$ cat src/rtl/dmem_arbiter.sv
// Two-port arbiter/sequencer for the 128x32 data memory; CPU on port 0, DMA/debug on port 1.
// Latency: grant one cycle after a request seen in IDLE; read data/valid one cycle after each read beat.
// Backpressure: a port holds req/addr/we/wdata until its gnt; ownership is capped at MAX_BURST beats.
// Optional feature: define DMEM_ARB_RR_EN for round-robin IDLE tie-break (default: port 0 wins ties).
module dmem_arbiter #(
    parameter int ADDR_W    = 7,
    parameter int DATA_W    = 32,
    parameter int MAX_BURST = 4
) (
    input  logic              i_clk,
    input  logic              i_rst_n,
    input  logic              i_p0_req,
    input  logic              i_p0_we,
    input  logic              i_p0_last,
    input  logic [ADDR_W-1:0] i_p0_addr,
    input  logic [DATA_W-1:0] i_p0_wdata,
    input  logic              i_p1_req,
    input  logic              i_p1_we,
    input  logic              i_p1_last,
    input  logic [ADDR_W-1:0] i_p1_addr,
    input  logic [DATA_W-1:0] i_p1_wdata,
    output logic              o_p0_gnt,
    output logic              o_p1_gnt,
    output logic              o_p0_rvalid,
    output logic              o_p1_rvalid,
    output logic [DATA_W-1:0] o_p0_rdata,
    output logic [DATA_W-1:0] o_p1_rdata,
    output logic [ADDR_W-1:0] o_mem_addr,
    output logic [DATA_W-1:0] o_mem_wdata,
    output logic              o_mem_read,
    output logic              o_mem_write,
    input  logic [DATA_W-1:0] i_mem_rdata
);

    typedef enum logic [1:0] {
        S_IDLE = 2'd0,
        S_OWN0 = 2'd1,
        S_OWN1 = 2'd2
    } state_t;

    // Counter is compared one bit wider so the increment never wraps before the compare.
    localparam logic [4:0] LP_MAX = 5'(MAX_BURST);

    state_t            r_state;
    logic [3:0]        r_cnt;
    logic              r_last_served;
    logic              r_p0_rvalid;
    logic              r_p1_rvalid;
    logic [DATA_W-1:0] r_p0_rdata;
    logic [DATA_W-1:0] r_p1_rdata;

    logic              w_gnt0;
    logic              w_gnt1;
    logic              w_beat;
    logic              w_own_req;
    logic              w_own_last;
    logic              w_other_req;
    logic [4:0]        w_cnt_inc;
    logic              w_cap;
    logic              w_release;
    logic              w_tie_p1;

    // Grants, owner-side selects and release decision for the current cycle.
    always_comb begin
        w_gnt0      = (r_state == S_OWN0) && i_p0_req;
        w_gnt1      = (r_state == S_OWN1) && i_p1_req;
        w_beat      = w_gnt0 || w_gnt1;
        w_own_req   = 1'b0;
        w_own_last  = 1'b0;
        w_other_req = 1'b0;
        if (r_state == S_OWN0) begin
            w_own_req   = i_p0_req;
            w_own_last  = i_p0_last;
            w_other_req = i_p1_req;
        end else if (r_state == S_OWN1) begin
            w_own_req   = i_p1_req;
            w_own_last  = i_p1_last;
            w_other_req = i_p0_req;
        end
        w_cnt_inc = {1'b0, r_cnt} + 5'd1;
        w_cap     = (w_cnt_inc >= LP_MAX);
        // With req high a beat is taken, so last/cap only ever apply to a real beat.
        w_release = (r_state != S_IDLE) && (!w_own_req || w_own_last || w_cap);
`ifdef DMEM_ARB_RR_EN
        // Round-robin: a tie goes to whichever port was not served most recently.
        w_tie_p1 = ~r_last_served;
`else
        // Fixed priority: port 0 always wins a tie; last_served is tracked but not consulted.
        w_tie_p1 = r_last_served & 1'b0;
`endif
    end

    // Memory drive: only the granted beat reaches the memory, otherwise everything is held at zero.
    always_comb begin
        o_p0_gnt    = w_gnt0;
        o_p1_gnt    = w_gnt1;
        o_mem_addr  = '0;
        o_mem_wdata = '0;
        o_mem_read  = 1'b0;
        o_mem_write = 1'b0;
        if (w_gnt0) begin
            o_mem_addr  = i_p0_addr;
            o_mem_wdata = i_p0_wdata;
            o_mem_read  = ~i_p0_we;
            o_mem_write = i_p0_we;
        end else if (w_gnt1) begin
            o_mem_addr  = i_p1_addr;
            o_mem_wdata = i_p1_wdata;
            o_mem_read  = ~i_p1_we;
            o_mem_write = i_p1_we;
        end
    end

    // Ownership FSM: arbitrate in IDLE, count beats while owning, hand over or idle on release.
    always_ff @(posedge i_clk or negedge i_rst_n) begin
        if (!i_rst_n) begin
            r_state       <= S_IDLE;
            r_cnt         <= 4'd0;
            r_last_served <= 1'b1;
        end else begin
            case (r_state)
                S_IDLE: begin
                    r_cnt <= 4'd0;
                    if (i_p0_req && i_p1_req) begin
                        r_state <= w_tie_p1 ? S_OWN1 : S_OWN0;
                    end else if (i_p0_req) begin
                        r_state <= S_OWN0;
                    end else if (i_p1_req) begin
                        r_state <= S_OWN1;
                    end
                end
                S_OWN0, S_OWN1: begin
                    if (w_release) begin
                        // A releasing port that still wants service must go back through IDLE.
                        if (w_other_req) begin
                            r_state <= (r_state == S_OWN0) ? S_OWN1 : S_OWN0;
                        end else begin
                            r_state <= S_IDLE;
                        end
                        r_cnt         <= 4'd0;
                        r_last_served <= (r_state == S_OWN1);
                    end else if (w_beat) begin
                        r_cnt <= w_cnt_inc[3:0];
                    end
                end
                default: begin
                    r_state <= S_IDLE;
                    r_cnt   <= 4'd0;
                end
            endcase
        end
    end

    // Read return: capture memory data on each read beat; valid lasts exactly one cycle per beat.
    always_ff @(posedge i_clk or negedge i_rst_n) begin
        if (!i_rst_n) begin
            r_p0_rvalid <= 1'b0;
            r_p1_rvalid <= 1'b0;
            r_p0_rdata  <= '0;
            r_p1_rdata  <= '0;
        end else begin
            r_p0_rvalid <= w_gnt0 && !i_p0_we;
            r_p1_rvalid <= w_gnt1 && !i_p1_we;
            if (w_gnt0 && !i_p0_we) begin
                r_p0_rdata <= i_mem_rdata;
            end
            if (w_gnt1 && !i_p1_we) begin
                r_p1_rdata <= i_mem_rdata;
            end
        end
    end

    assign o_p0_rvalid = r_p0_rvalid;
    assign o_p1_rvalid = r_p1_rvalid;
    assign o_p0_rdata  = r_p0_rdata;
    assign o_p1_rdata  = r_p1_rdata;

endmodule

$ cat config.mk
export PLATFORM = sky130hd
export DESIGN_NAME = dmem_arbiter
export DESIGN_NICKNAME = d
export VERILOG_FILES = /design/src/rtl/dmem_arbiter.sv
export SDC_FILE = /design/constraint.sdc
export NUM_CORES = 1
export LEC_CHECK = 0
export BUFFER_PORTS_ARGS = -buffer_cell sky130_fd_sc_hd__buf_2
export CAP_MARGIN = 20
export CELL_PAD_IN_SITES_DETAIL_PLACEMENT = 0
export CELL_PAD_IN_SITES_GLOBAL_PLACEMENT = 1
export CORE_ASPECT_RATIO = 1.4
export CORE_MARGIN = 2
export CORE_UTILIZATION = 30
export CTS_BUF_LIST = sky130_fd_sc_hd__clkbuf_4 sky130_fd_sc_hd__clkbuf_8
export DETAILED_ROUTE_END_ITERATION = 8
export HOLD_SLACK_MARGIN = 0.12
export PLACE_DENSITY_LB_ADDON = 0.1
export SLEW_MARGIN = 20
export SYNTH_ARGS = -nofsm -noshare
export SYNTH_HDL_FRONTEND = slang
export SYNTH_SLANG_ARGS = --single-unit
$ cat constraint.sdc
create_clock -name i_clk -period 3.8 [get_ports i_clk]
set_clock_uncertainty 0.05 [all_clocks]
set_input_delay 0.19 -clock i_clk [delete_from_list [all_inputs] [get_ports i_clk]]
set_output_delay 0.19 -clock i_clk [all_outputs]
set_load 0.02 [all_outputs]
Word level (Yosys, flattened, before mapping)

Index checks and enable logic that the tools add are counted.

$add $sub $neg: 1
Multiply operators: 0
Div/mod/pow operators: 0
$lt $le $gt $ge: 1
Equality and inequality tests: 5
Shift-type cells: 0
Mux-type cells: 24
Bitwise gates (word level): 2
Reduce and logical (&&, ||, !) cells: 16

Operator list:

| kind                                                                                | number |
|---|---|
| 32-bit 2-to-1 mux                                                                   | 2 |
| 7-bit 2-to-1 mux                                                                    | 2 |
| 2-bit 2-to-1 mux                                                                    | 6 |
| 4-bit 2-to-1 mux                                                                    | 3 |
| 1-bit 2-to-1 mux                                                                    | 10 |
| 1-bit logical AND                                                                   | 6 |
| 4-bit by 1-bit adder with 5-bit output, second input constant                       | 1 |
| 5-bit by 3-bit greater-or-equal comparator with 1-bit output, second input constant | 1 |
| 4-bit inequality test, second input constant                                        | 1 |
| 2-bit case mux with 2 select lines                                                  | 1 |
| 1-bit logical NOT                                                                   | 3 |
| 1-bit logical OR                                                                    | 3 |
| 3-bit inequality test, second input constant                                        | 1 |
| 2-bit by 1-bit == test with 1-bit output, second input constant                     | 1 |
| 2-bit == test, second input constant                                                | 1 |
| 2-bit logical NOT                                                                   | 1 |
| 2-bit inequality test, second input constant                                        | 1 |
| 1-bit inverter                                                                      | 2 |
| 2-bit AND reduction                                                                 | 1 |
| 2-bit nonzero test                                                                  | 1 |
| 2-bit OR reduction                                                                  | 1 |

Register bits: 72
Bits in latches: 0
Memory bits (writable): 0
Bits in read-only memories: 0
Word-level logic and storage cells: 55
Memories kept: 0

Logic depth before layout (Yosys ltp)

Depth after elaboration: 9
Mapped depth: 10
Gate-level depth less buffers: 8

Worst setup path after synthesis

OpenSTA, ideal clock, no wires.

Kind: reg2out
Start: reg r_state[1]
End: out o_mem_wdata[22]
Arrival: 1.617 ns
Path slack: 1.943 ns
Cell stages (with the launch flop): 7
Buffers on the path: 1
Path through: dfrtp_1 -> inv_1 -> ha_1 -> nand2_2 -> inv_2 -> clkbuf_1 -> a22o_1

Elaborated cells between the ends (all ways): 6

RTL lines:

| what                                     | RTL line | source |
|---|---|---|
| start, declared                          | 44       | `state_t r_state;` |
| start signal, assigned                   | 125      | `r_state <= w_tie_p1 ? S_OWN1 : S_OWN0;` |
| start signal, assigned                   | 136      | `r_state <= (r_state == S_OWN0) ? S_OWN1 : S_OWN0;` |
| 2-bit by 1-bit == test with 1-bit output | -        |  |
| 1-bit logical AND                        | 65       | `w_gnt0 = (r_state == S_OWN0) && i_p0_req;` |
| net o_p0_gnt                             | 22       | `output logic o_p0_gnt,` |
| 32-bit 2-to-1 mux                        | 101      | `if (w_gnt0) begin` |
| end, declared                            | 29       | `output logic [DATA_W-1:0] o_mem_wdata,` |

The timed path passes the listed nets, and every way through them passes these cells.

Worst setup path in the final report

Start: reg r_state[1]
End: out o_mem_wdata[15]

Cells in the longest elaborated chain, start to end: 4
Elaborated cells between the ends (all ways): 6

RTL lines:

| what                  | RTL line | source |
|---|---|---|
| 2-bit == test         | -        |  |
| 1-bit logical AND     | 66       | `w_gnt1 = (r_state == S_OWN1) && i_p1_req;` |
| 32-bit 2-to-1 mux     | 106      | `end else if (w_gnt1) begin` |
| 32-bit 2-to-1 mux (*) | 101      |  |

Mark *: on every way between the ends. The rest lies on a longest branch, timed or not.

==> flow_metrics.env <==
export IMPL_cts_buffer_depth=2
export IMPL_routed_wl_um=10200
export IMPL_hpwl_um=7540
export IMPL_final_nets=684
export IMPL_worstPathRequired_ps=3560
export IMPL_insertion_delay_ps=340
export IMPL_min_period_ps=2770
export IMPL_wl_met3_um=696
export IMPL_syn_area_mm2=0.00328
export IMPL_yosys_area_share_simple_pct=13.4
export IMPL_diodes=0
export IMPL_synthAdderAreaFrac_pct=2.29
export IMPL_peakVddDrop_mv=0.349
export IMPL_rr_startpoint="r_state[1]"
export IMPL_status="completed"
export IMPL_cp_max_fo=45
export IMPL_firstDrtPassIters=4
export IMPL_clkTransAtPathRegs_ps=80
export IMPL_period_share_pct=73.0
export IMPL_cts_buffers=9
export IMPL_power_leakage_uw=0.00282
export IMPL_min_to="o_p0_rvalid"
export IMPL_viasPerCell=4.48
export IMPL_die_w_um=92.4
export IMPL_remaining_drc_errors=0
export IMPL_yosysUniqueCellTypes=29
export IMPL_critical_path_endpoint_type="output pin"
export IMPL_hold_depth=2
export IMPL_worst_setup_path_type="flop to output pin"
export IMPL_seq_area_frac_synth_pct=54.9
export IMPL_power_density_mw_per_mm2=749
export IMPL_grt_max_degree=46
export IMPL_cts_tree="built"
export IMPL_ios=227
export IMPL_synth_compound_area_share_pct=13.6
export IMPL_portBuffers=226
export IMPL_clock_fmax_ghz=0.361
export IMPL_hold_buffers=33
export IMPL_r2r_cells=7
export IMPL_htreeDepth=3
export IMPL_place_congestion=0.762
export IMPL_cts_setup_buffers=0
export IMPL_ys_ff_latch=72
export IMPL_root_buffer="clkbuf_8"
export IMPL_syn_nets=429
export IMPL_met1_length_um=4530
export IMPL_clkSinkCount=72
export IMPL_synth_top_family_by_area="compound AO/OA/AOI/OAI gates"
export IMPL_worst_slew_pin_slew_ps=1030
export IMPL_synth_top_area_cell="dfrtp_1"
export IMPL_finalSetupViolCount=0
export IMPL_final_cell_mix="buf_2, nand2_1, dfrtp_1"
export IMPL_routed_top_layer="met4"
export IMPL_crit_arrival_ps=2530
export IMPL_dieArea_mm2=0.0118
export IMPL_vias=3163
export IMPL_hold_viol=0
export IMPL_hold_path_class="input port to flop"
export IMPL_wl_met2_um=4860
export IMPL_post_cts_resized=0
export IMPL_synth_warnings=0
export IMPL_crit_path_start_kind="flop"
export IMPL_grt_pass1_vias=2960
export IMPL_start_util_pct=30.5
export IMPL_postSynthCellCount=305
export IMPL_fp_dieH_um=128
export IMPL_ant_nets=0
export IMPL_drv_cap=0
export IMPL_core_mm2=0.0108
export IMPL_drt_iter0_drc=114
export IMPL_setup_ws_ps=1030
export IMPL_track_usage_pct=16.7
export IMPL_hp_start="i_p0_we"
export IMPL_yosys_top_cells_area="dfrtp_1, nand2_1, mux2_2"
export IMPL_muxShareOfSynthArea_pct=11.7
export IMPL_synth_top_area_share_pct=54.9
export IMPL_grt_setup_unrepaired="no"
export IMPL_drive_above_1_share_pct=50.3
export IMPL_relSlewSlack_pct=30.8
export IMPL_synthXorXnorAreaFrac_pct=0.534
export IMPL_setup_tns_ps=0
export IMPL_gr_total_overflow=0
export IMPL_pre_cts_ws_ps=1380
export IMPL_r2r_slack_ps=1510
export IMPL_layout_commonest_cell="buf_2"
export IMPL_drt_wirelength_per_cell_um=14.5
export IMPL_syn_avg_cell_area_um2=10.8
export IMPL_r2r_end="r_cnt[3]"
export IMPL_drv_slew=0
export IMPL_synthToLayoutAreaGrowth_pct=54.6
export IMPL_grt_pass1_wl_um=15400
export IMPL_antenna_found_initial=0
export IMPL_rows=45
-- registers in the layout (all words and copies together) (netlist names) --
| name | cells |
|---|---|
| o_p1_rvalid | 1 |
| o_p0_rvalid | 1 |
| r_cnt | 4 |
| o_p0_rdata | 32 |
| r_state | 2 |
| o_p1_rdata | 32 |
-- cells in the mapped netlist --
library cell	count
nor2_1	7
or3_1	1
nor2b_1	1
o21ai_0	3
a31o_2	1
ha_1	6
mux2_2	32
nor3_1	1
o21a_1	1
buf_2	10
a32oi_1	2
mux2_1	2
a22o_1	40
nand2_2	1
nand2b_1	1
dfrtp_1	72
nor2_4	1
o32ai_1	1
inv_2	3
a21oi_1	2
clkbuf_1	5
nand3_1	1
inv_1	4
nand2_1	98
xor2_1	2
a21boi_0	1
a21o_1	2
a31oi_1	1
buf_4	3
-- worst max path at each step --
| stage | endpoint | slack, ps | startpoint | depth (start not counted) |
|---|---|---|---|---|
| 2_1_floorplan | o_mem_wdata[22] | 1940 | r_state[1] | 6 |
| 3_3_place_gp | o_mem_wdata[8] | 1450 | r_state[1] | 8 |
| 3_5_place_dp | o_mem_wdata[15] | 1380 | r_state[1] | 8 |
| 4_1_cts | o_mem_wdata[15] | 990 | r_state[1] | 8 |
| 5_1_grt | o_mem_wdata[15] | 810 | r_state[1] | 8 |
| 6_report | o_mem_wdata[15] | 1030 | r_state[1] | 8 |
-- worst max-delay path: stages (launching register included) --
cell	delay, ps
dfrtp_1	410
inv_1	100
ha_1	230
nand2_2	120
inv_2	560
nor2_2	40
buf_4	270
a22o_1	260
buf_2	170
-- layer usage --
metal / up-vias / track usage [%]
li1: 1559 / -
met1: 1483 / 22.9
met2: 110 / 25.6
met3: 11 / 4.64
met4: 0 / 5.36
met5: - / 0
-- area by class of cell --
type	count	area [um^2]
Fill cell	1074	5680
Sequential cell	72	1800
Timing Repair Buffer	262	1480
Multi-Input combinational cell	208	1370
Tap cell	141	176
Clock buffer	9	124
Clock inverter	7	95.1
Inverter	7	26.3
-- logic make-up (layout without fill, tap and decap cells) --
logic type,count (synthesis),after routing
flip-flops,72,72
multiplexers,34,34
AND/OR/NAND/NOR,112,112
XOR/XNOR,2,2
adder cells (fa/ha/maj),6,6
buffers and inverters,25,285
AO/OA/AOI/OAI,54,54
-- where the power goes --
| group | internal (uW) | leakage, uW | switching, uW | total [uW] |
|---|---|---|---|---|
| registers | 1120 | 0.000896 | 179 | 1300 |
| logic | 703 | 0.00182 | 1130 | 1830 |
| clock network | 371 | 0.000110 | 296 | 666 |
| total | 2190 | 0.00282 | 1600 | 3800 |
-- per-stage QoR --
step | power (uW) | util [%] | instances | hold WS (ps) | instance area (um^2)
final | 3800 | 47.2 | 706 | 190 | 5070
after global placement | 3110 | 42.1 | 657 | 273 | 4520
after CTS | 3850 | 47.2 | 706 | 172 | 5070
after floorplan | 2470 | - | 305 | -156 | 3280
after detailed placement | 3140 | 42.1 | 657 | 280 | 4520
after global routing | 4060 | 47.2 | 706 | 198 | 5070
(Power assumes the default switching activity.)
